===== src/rtl/cpu_types_pkg.sv =====
// Shared instruction-cache types: fetch address split, frame layout, controller states.
// Frame count is a power of two with one 32-bit word per frame.
package cpu_types_pkg;

  localparam int ICACHE_SETS  = 16;
  localparam int ICACHE_IDX_W = $clog2(ICACHE_SETS);
  localparam int ICACHE_TAG_W = 30 - ICACHE_IDX_W;

  typedef struct packed {
    logic [ICACHE_TAG_W-1:0] tag;
    logic [ICACHE_IDX_W-1:0] idx;
    logic [1:0]              bytoff;
  } icachef_t;

  typedef struct packed {
    logic                    valid;
    logic [ICACHE_TAG_W-1:0] tag;
    logic [31:0]             data;
  } icache_frame_t;

  typedef enum logic {
    IDLE,
    FETCH
  } icache_state_t;

endpackage


===== src/rtl/icache_if.sv =====
// Fetch-side and memory-side signals of the instruction cache.
// slave is the cache's view; master is the datapath/controller view.
interface icache_if;
  logic        imemREN;
  logic [31:0] imemaddr;
  logic        ihit;
  logic [31:0] imemload;
  logic        iREN;
  logic [31:0] iaddr;
  logic        iwait;
  logic [31:0] iload;

  modport slave (
    input  imemREN, imemaddr, iwait, iload,
    output ihit, imemload, iREN, iaddr
  );

  modport master (
    output imemREN, imemaddr, iwait, iload,
    input  ihit, imemload, iREN, iaddr
  );
endinterface


===== src/rtl/icache_frames.sv =====
// Direct-mapped frame store: combinational read port, one clocked write port.
// Only the valid bits are reset; tag and data are qualified by valid.
module icache_frames
  import cpu_types_pkg::*;
(
  input  logic                    CLK,
  input  logic                    nRST,
  input  logic [ICACHE_IDX_W-1:0] ridx,
  output icache_frame_t           rframe,
  input  logic                    wen,
  input  logic [ICACHE_IDX_W-1:0] widx,
  input  logic [ICACHE_TAG_W-1:0] wtag,
  input  logic [31:0]             wdata
);

  logic [ICACHE_SETS-1:0]  valid;
  logic [ICACHE_TAG_W-1:0] tags  [ICACHE_SETS];
  logic [31:0]             words [ICACHE_SETS];

  always_ff @(posedge CLK, negedge nRST) begin
    if (!nRST) begin
      valid <= '0;
    end else if (wen) begin
      valid[widx] <= 1'b1;
    end
  end

  always_ff @(posedge CLK) begin
    if (wen) begin
      tags[widx]  <= wtag;
      words[widx] <= wdata;
    end
  end

  always_comb begin
    rframe       = '0;
    rframe.valid = valid[ridx];
    rframe.tag   = tags[ridx];
    rframe.data  = words[ridx];
  end

endmodule


===== src/rtl/icache.sv =====
// Direct-mapped read-only icache: same-cycle hit, miss stalls fetch and fills one word via iREN/iwait.
// Optional hit/miss counters when ICACHE_STATS_EN is defined.
module icache
  import cpu_types_pkg::*;
(
  input  logic        CLK,
  input  logic        nRST,
  icache_if.slave     cif
`ifdef ICACHE_STATS_EN
  ,
  output logic [31:0] hit_cnt,
  output logic [31:0] miss_cnt
`endif
);

  icachef_t      faddr;
  icache_frame_t rframe;
  icache_state_t state;
  logic [29:0]   fill_waddr;
  logic          iren_r;
  logic          hit_raw;
  logic          miss_req;
  logic          fill_done;
  logic          unused_bytoff;

  assign faddr         = icachef_t'(cif.imemaddr);
  assign unused_bytoff = ^faddr.bytoff;

  icache_frames u_frames (
    .CLK    (CLK),
    .nRST   (nRST),
    .ridx   (faddr.idx),
    .rframe (rframe),
    .wen    (fill_done),
    .widx   (fill_waddr[ICACHE_IDX_W-1:0]),
    .wtag   (fill_waddr[29:ICACHE_IDX_W]),
    .wdata  (cif.iload)
  );

  assign hit_raw   = rframe.valid && (rframe.tag == faddr.tag);
  assign miss_req  = (state == IDLE) && cif.imemREN && !hit_raw;
  assign fill_done = (state == FETCH) && !cif.iwait;

  assign cif.ihit     = (state == IDLE) && cif.imemREN && hit_raw;
  assign cif.imemload = cif.ihit ? rframe.data : 32'h0;
  assign cif.iREN     = iren_r;
  assign cif.iaddr    = {fill_waddr, 2'b00};

  // The fill always finishes to the latched address, even if fetch redirects meanwhile.
  always_ff @(posedge CLK, negedge nRST) begin
    if (!nRST) begin
      state      <= IDLE;
      iren_r     <= 1'b0;
      fill_waddr <= '0;
    end else begin
      case (state)
        IDLE: begin
          if (miss_req) begin
            state      <= FETCH;
            iren_r     <= 1'b1;
            fill_waddr <= cif.imemaddr[31:2];
          end
        end
        FETCH: begin
          if (!cif.iwait) begin
            state  <= IDLE;
            iren_r <= 1'b0;
          end
        end
        default: begin
          state  <= IDLE;
          iren_r <= 1'b0;
        end
      endcase
    end
  end

`ifdef ICACHE_STATS_EN
  always_ff @(posedge CLK, negedge nRST) begin
    if (!nRST) begin
      hit_cnt  <= '0;
      miss_cnt <= '0;
    end else begin
      if (cif.ihit) hit_cnt  <= hit_cnt + 32'd1;
      if (miss_req) miss_cnt <= miss_cnt + 32'd1;
    end
  end
`endif

endmodule


===== src/flat_wrapper.sv =====
// flat-port wrapper written by rule: the top's interface ports become plain ports
module icache_flat import cpu_types_pkg::*;
  (CLK, nRST, cif_imemREN, cif_imemaddr, cif_iwait, cif_iload, cif_ihit, cif_imemload, cif_iREN, cif_iaddr);
  icache_if cif_i ();
  input  logic CLK;
  input  logic nRST;
  input wire logic [$bits(cif_i.imemREN)-1:0] cif_imemREN;
  input wire logic [$bits(cif_i.imemaddr)-1:0] cif_imemaddr;
  input wire logic [$bits(cif_i.iwait)-1:0] cif_iwait;
  input wire logic [$bits(cif_i.iload)-1:0] cif_iload;
  output wire logic [$bits(cif_i.ihit)-1:0] cif_ihit;
  output wire logic [$bits(cif_i.imemload)-1:0] cif_imemload;
  output wire logic [$bits(cif_i.iREN)-1:0] cif_iREN;
  output wire logic [$bits(cif_i.iaddr)-1:0] cif_iaddr;
  assign cif_i.imemREN = cif_imemREN;
  assign cif_i.imemaddr = cif_imemaddr;
  assign cif_i.iwait = cif_iwait;
  assign cif_i.iload = cif_iload;
  assign cif_ihit = cif_i.ihit;
  assign cif_imemload = cif_i.imemload;
  assign cif_iREN = cif_i.iREN;
  assign cif_iaddr = cif_i.iaddr;
  icache u_core (.CLK(CLK), .nRST(nRST), .cif(cif_i));
endmodule

===== config.mk =====
export PLATFORM = sky130hd
export DESIGN_NAME = icache_flat
export DESIGN_NICKNAME = d
export VERILOG_FILES = /design/src/rtl/cpu_types_pkg.sv /design/src/rtl/icache_if.sv /design/src/rtl/icache_frames.sv /design/src/rtl/icache.sv /design/src/flat_wrapper.sv
export SDC_FILE = /design/constraint.sdc
export NUM_CORES = 1
export LEC_CHECK = 0
export BUFFER_PORTS_ARGS = -buffer_cell sky130_fd_sc_hd__buf_2
export CORE_AREA = 2 2 289 291
export DETAILED_ROUTE_END_ITERATION = 8
export DIE_AREA = 0 0 291 293
export GPL_ROUTABILITY_DRIVEN = 0
export PLACE_DENSITY = 0.66
export SLEW_MARGIN = 5
export SYNTH_ARGS = -nofsm -noshare
export SYNTH_HDL_FRONTEND = slang
export SYNTH_HIERARCHICAL = 1
export SYNTH_SLANG_ARGS = --single-unit
export TNS_END_PERCENT = 1

===== constraint.sdc =====
create_clock -name CLK -period 12.9 [get_ports CLK]
set_clock_uncertainty 0.15 [all_clocks]
set_input_delay 2.58 -clock CLK [delete_from_list [all_inputs] [get_ports CLK]]
set_output_delay 2.58 -clock CLK [all_outputs]
set_load 0.1 [all_outputs]

==> run metrics <==
min-delay worst type=flip-flop to flip-flop; sw power=1.735 mW; core area=81850 um2; GRT overflow=0; met1 usage=0.2986; first-pass GRT wire length=126.5 mm; CTS tree=yes; post-CTS setup buffer count=0; CTS buffer count=95; Nets=1978; DP Area=~40000 um2; Comb power frac=0.091; Post-synth EDFFs=928; cell count after synthesis=1740; worst slew pin tran=1.147 ns; CP endpoint kind=output port; number of global-route vias before repair=around 19000; met3 Usage GRT=0.04297; initial core utilization=0.4583; met2 Usage GRT=0.3133; ys flop type=edfxtp_1; CP max FO=72; startpoint types=input pin; GRT Util Overall=0.2038; count of cell types in the netlist=38; share of cells above drive strength 1=0.2966; Max Buffers Root-to-Sink=3; H-tree depth=3; TritonRoute pass-1 iters=6; Final HPWL DP=42.97 mm; Tmin final=9.981 ns; initial antenna violation count=11; RSZ-0062 raised after global routing=false; Iter 0 DRT Violations=2097; synthesis-stage register bit count=976; DRC violations left=0; multi-input logic area=8088 um2; Max VDD drop=roughly 0.00011 V; clk root buf=clkbuf_16; max_slew headroom=0.2336; via count=18650; status=finished clean; CTS Hold Buffers Added=0; Data arrival, critical path=between 7 and 8 ns; Hold Vio Cnt, Final=0; drt wl/cell=28.29 um; die area=roughly 85000 um2; Hold Worst Slack=between 0.3 and 0.4 ns; # rows=105; Area growth, synth to finish=13.37%; Post-Place Cells=2883; Layout Utilization=0.5195; Tcrit/Tclk final=0.7737; Synth async-reset ratio=0.04918; Port Buffers=129; setup TNS=0 ns; Synth Area per Inst=~22 um2; post-synthesis cell area=37510 um2; internal power=5.399 mW; Clock Power Share=0.372; pwr dens=167.8 nW/um2; Final setup viols=0; Worst-Skew Late Latency=0.64 ns; # IOs=134; Fill cells=between 6000 and 7000; sequential area share after synthesis=0.7750; Die Width=slightly below 300 um; Req. time, crit path=roughly 10 ns; ANT nets after route=0; Finished Cell Area=about 43000 um2; WL final=86.71 mm; worst-case reg-to-reg path depth=9; gr busiest metal=met2; Non-Filler Instances=3065; max-slew violations=0; Synth Warn #=6; Reg clk slew, reported paths=roughly 0.060 ns; largest net degree at the start of global routing=96; sinks on the clock net=976; post_cts resized=0; FF/Latch Area=29070 um2; Setup CP Type=input pin to output port; via/cell ratio=6.085; Die Ht=293 um; hold path depth=1; Leak=around 14 nW; switch share=0.2431; Achievable Freq=100.2 MHz; sequential power share=0.537; Max Cap Viol=0
## registers in the layout, summed over array words and instances (netlist names)
signal,cells
u_core/u_frames/valid,16
u_core/cif.iREN,1
u_core/state,1
u_core/u_frames/tags,416
u_core/fill_waddr,30
u_core/u_frames/words,512
## final timing paths
kind | startpoint | to | slack [ns]
worst max-delay path | cif_imemaddr[2] | cif_imemload[31] | 2.92
worst min-delay path | u_core/u_frames/valid[5] | u_core/u_frames/valid[5] | 0.31
worst max register to register | u_core/u_frames/tags[0][7] | u_core/fill_waddr[10] | 9.07
worst min register to register | u_core/u_frames/valid[5] | u_core/u_frames/valid[5] | 0.31
max in group asynchronous | nRST | u_core/fill_waddr[14] | 10.22
min in group asynchronous | nRST | u_core/fill_waddr[22] | 1.92
## per-stage QoR
stage                     power [mW]  setup slack, ns
final                          7.134            2.919
after global routing           7.368            2.483
after floorplan                4.311            3.602
after CTS                      7.191            2.791
after detailed placement       4.550            2.792
after global placement         4.516            2.857
## synth_stat cells (2+ instances only)
master / instances / share of area
a221o_1: 30 / 0.0080
a22oi_1: 118 / 0.024
and2_1: 33 / 0.0055
buf_1: 3 / 0.00030
buf_2: 34 / 0.0045
buf_4: 2 / 0.00040
buf_6: 8 / 0.0024
clkbuf_1: 53 / 0.0053
dfrtp_1: 48 / 0.032
edfxtp_1: 928 / 0.74
inv_1: 6 / 0.00060
mux4_2: 236 / 0.14
nand2_1: 121 / 0.012
nand2b_1: 3 / 0.00050
nand3_1: 2 / 0.00027
nand3b_1: 2 / 0.00040
nor2_1: 15 / 0.0015
nor2b_1: 6 / 0.0010
nor3_1: 6 / 0.00080
nor4_1: 3 / 0.00050
o21ai_0: 28 / 0.0037
o31ai_1: 5 / 0.0010
or2_2: 16 / 0.0027
xnor2_1: 10 / 0.0023
xor2_1: 11 / 0.0026
## cell usage in the layout (no fill, tap or decap), drive strengths merged
cell / netlist / layout
diode: 0 / 9
nand4: 1 / 1
conb: 1 / 2
o31a: 1 / 1
nor2b: 6 / 6
clkinvlp: 0 / 2
buf: 47 / 172
nand3b: 2 / 2
and2: 33 / 33
nand3: 2 / 2
bufinv: 0 / 4
o21ai: 28 / 28
o22ai: 1 / 1
nand2: 121 / 121
mux4: 236 / 236
and2b: 1 / 1
nor4: 5 / 5
o2bb2ai: 1 / 1
or4: 2 / 2
xnor2: 10 / 10
inv: 6 / 9
a221o: 30 / 30
o221ai: 1 / 1
a22oi: 118 / 118
or2: 16 / 16
or3b: 1 / 1
nor2: 15 / 15
o31ai: 5 / 5
clkbuf: 53 / 128
nor3: 6 / 6
edfxtp: 928 / 928
dfrtp: 48 / 48
a2111o: 1 / 1
xor2: 11 / 11
clkinv: 0 / 36
nand2b: 3 / 3
## final cells by class
| class | instances | area share |
|---|---|---|
| multi-input combinational | 659 | 0.1902 |
| clock inverter | 45 | 0.007680 |
| antenna | 9 | 0.0005296 |
| clock buffer | 128 | 0.06247 |
| timing repair buffer | 172 | 0.02354 |
| inverter | 6 | 0.0005296 |
| tap | 1070 | 0.03148 |
| sequential | 976 | 0.6836 |
## kinds of logic after synthesis
kind of cell	count (synthesis)	synth area share
buf+inv	106	0.01354
simple gates	214	0.02725
mux	236	0.1417
other cells	1	0.00009998
xor+xnor	21	0.004903
flops	976	0.7750
compound gates	186	0.03753
## power groups by stage
stage | combinational [mW] | clock (mW) | sequential [mW]
after floorplan | 0.291 | 0 | 4.02
after global placement | 0.643 | 0 | 3.87
after detailed placement | 0.654 | 0 | 3.90
after CTS | 0.658 | 2.70 | 3.83
after global routing | 0.690 | 2.83 | 3.85
final | 0.653 | 2.65 | 3.83
## worst max-delay path: stages
cell      delay (ns)
buf_8           0.60
buf_4           0.58
mux4_2          0.58
a22oi_1         0.25
nand2_1         0.16
a2111o_1        0.44
or4_4           0.59
nor4_4          0.26
buf_4           0.44
and2_1          0.23
buf_2           0.43
## routing by layer
| metal | share of wire | wire, um |
|---|---|---|
| met5 | 0.00080 | 69 |
| met4 | 0.025 | 2132 |
| met3 | 0.079 | 6867 |
| met2 | 0.47 | 40400 |
| met1 | 0.43 | 37240 |
Power figures use the tool's default switching activity.
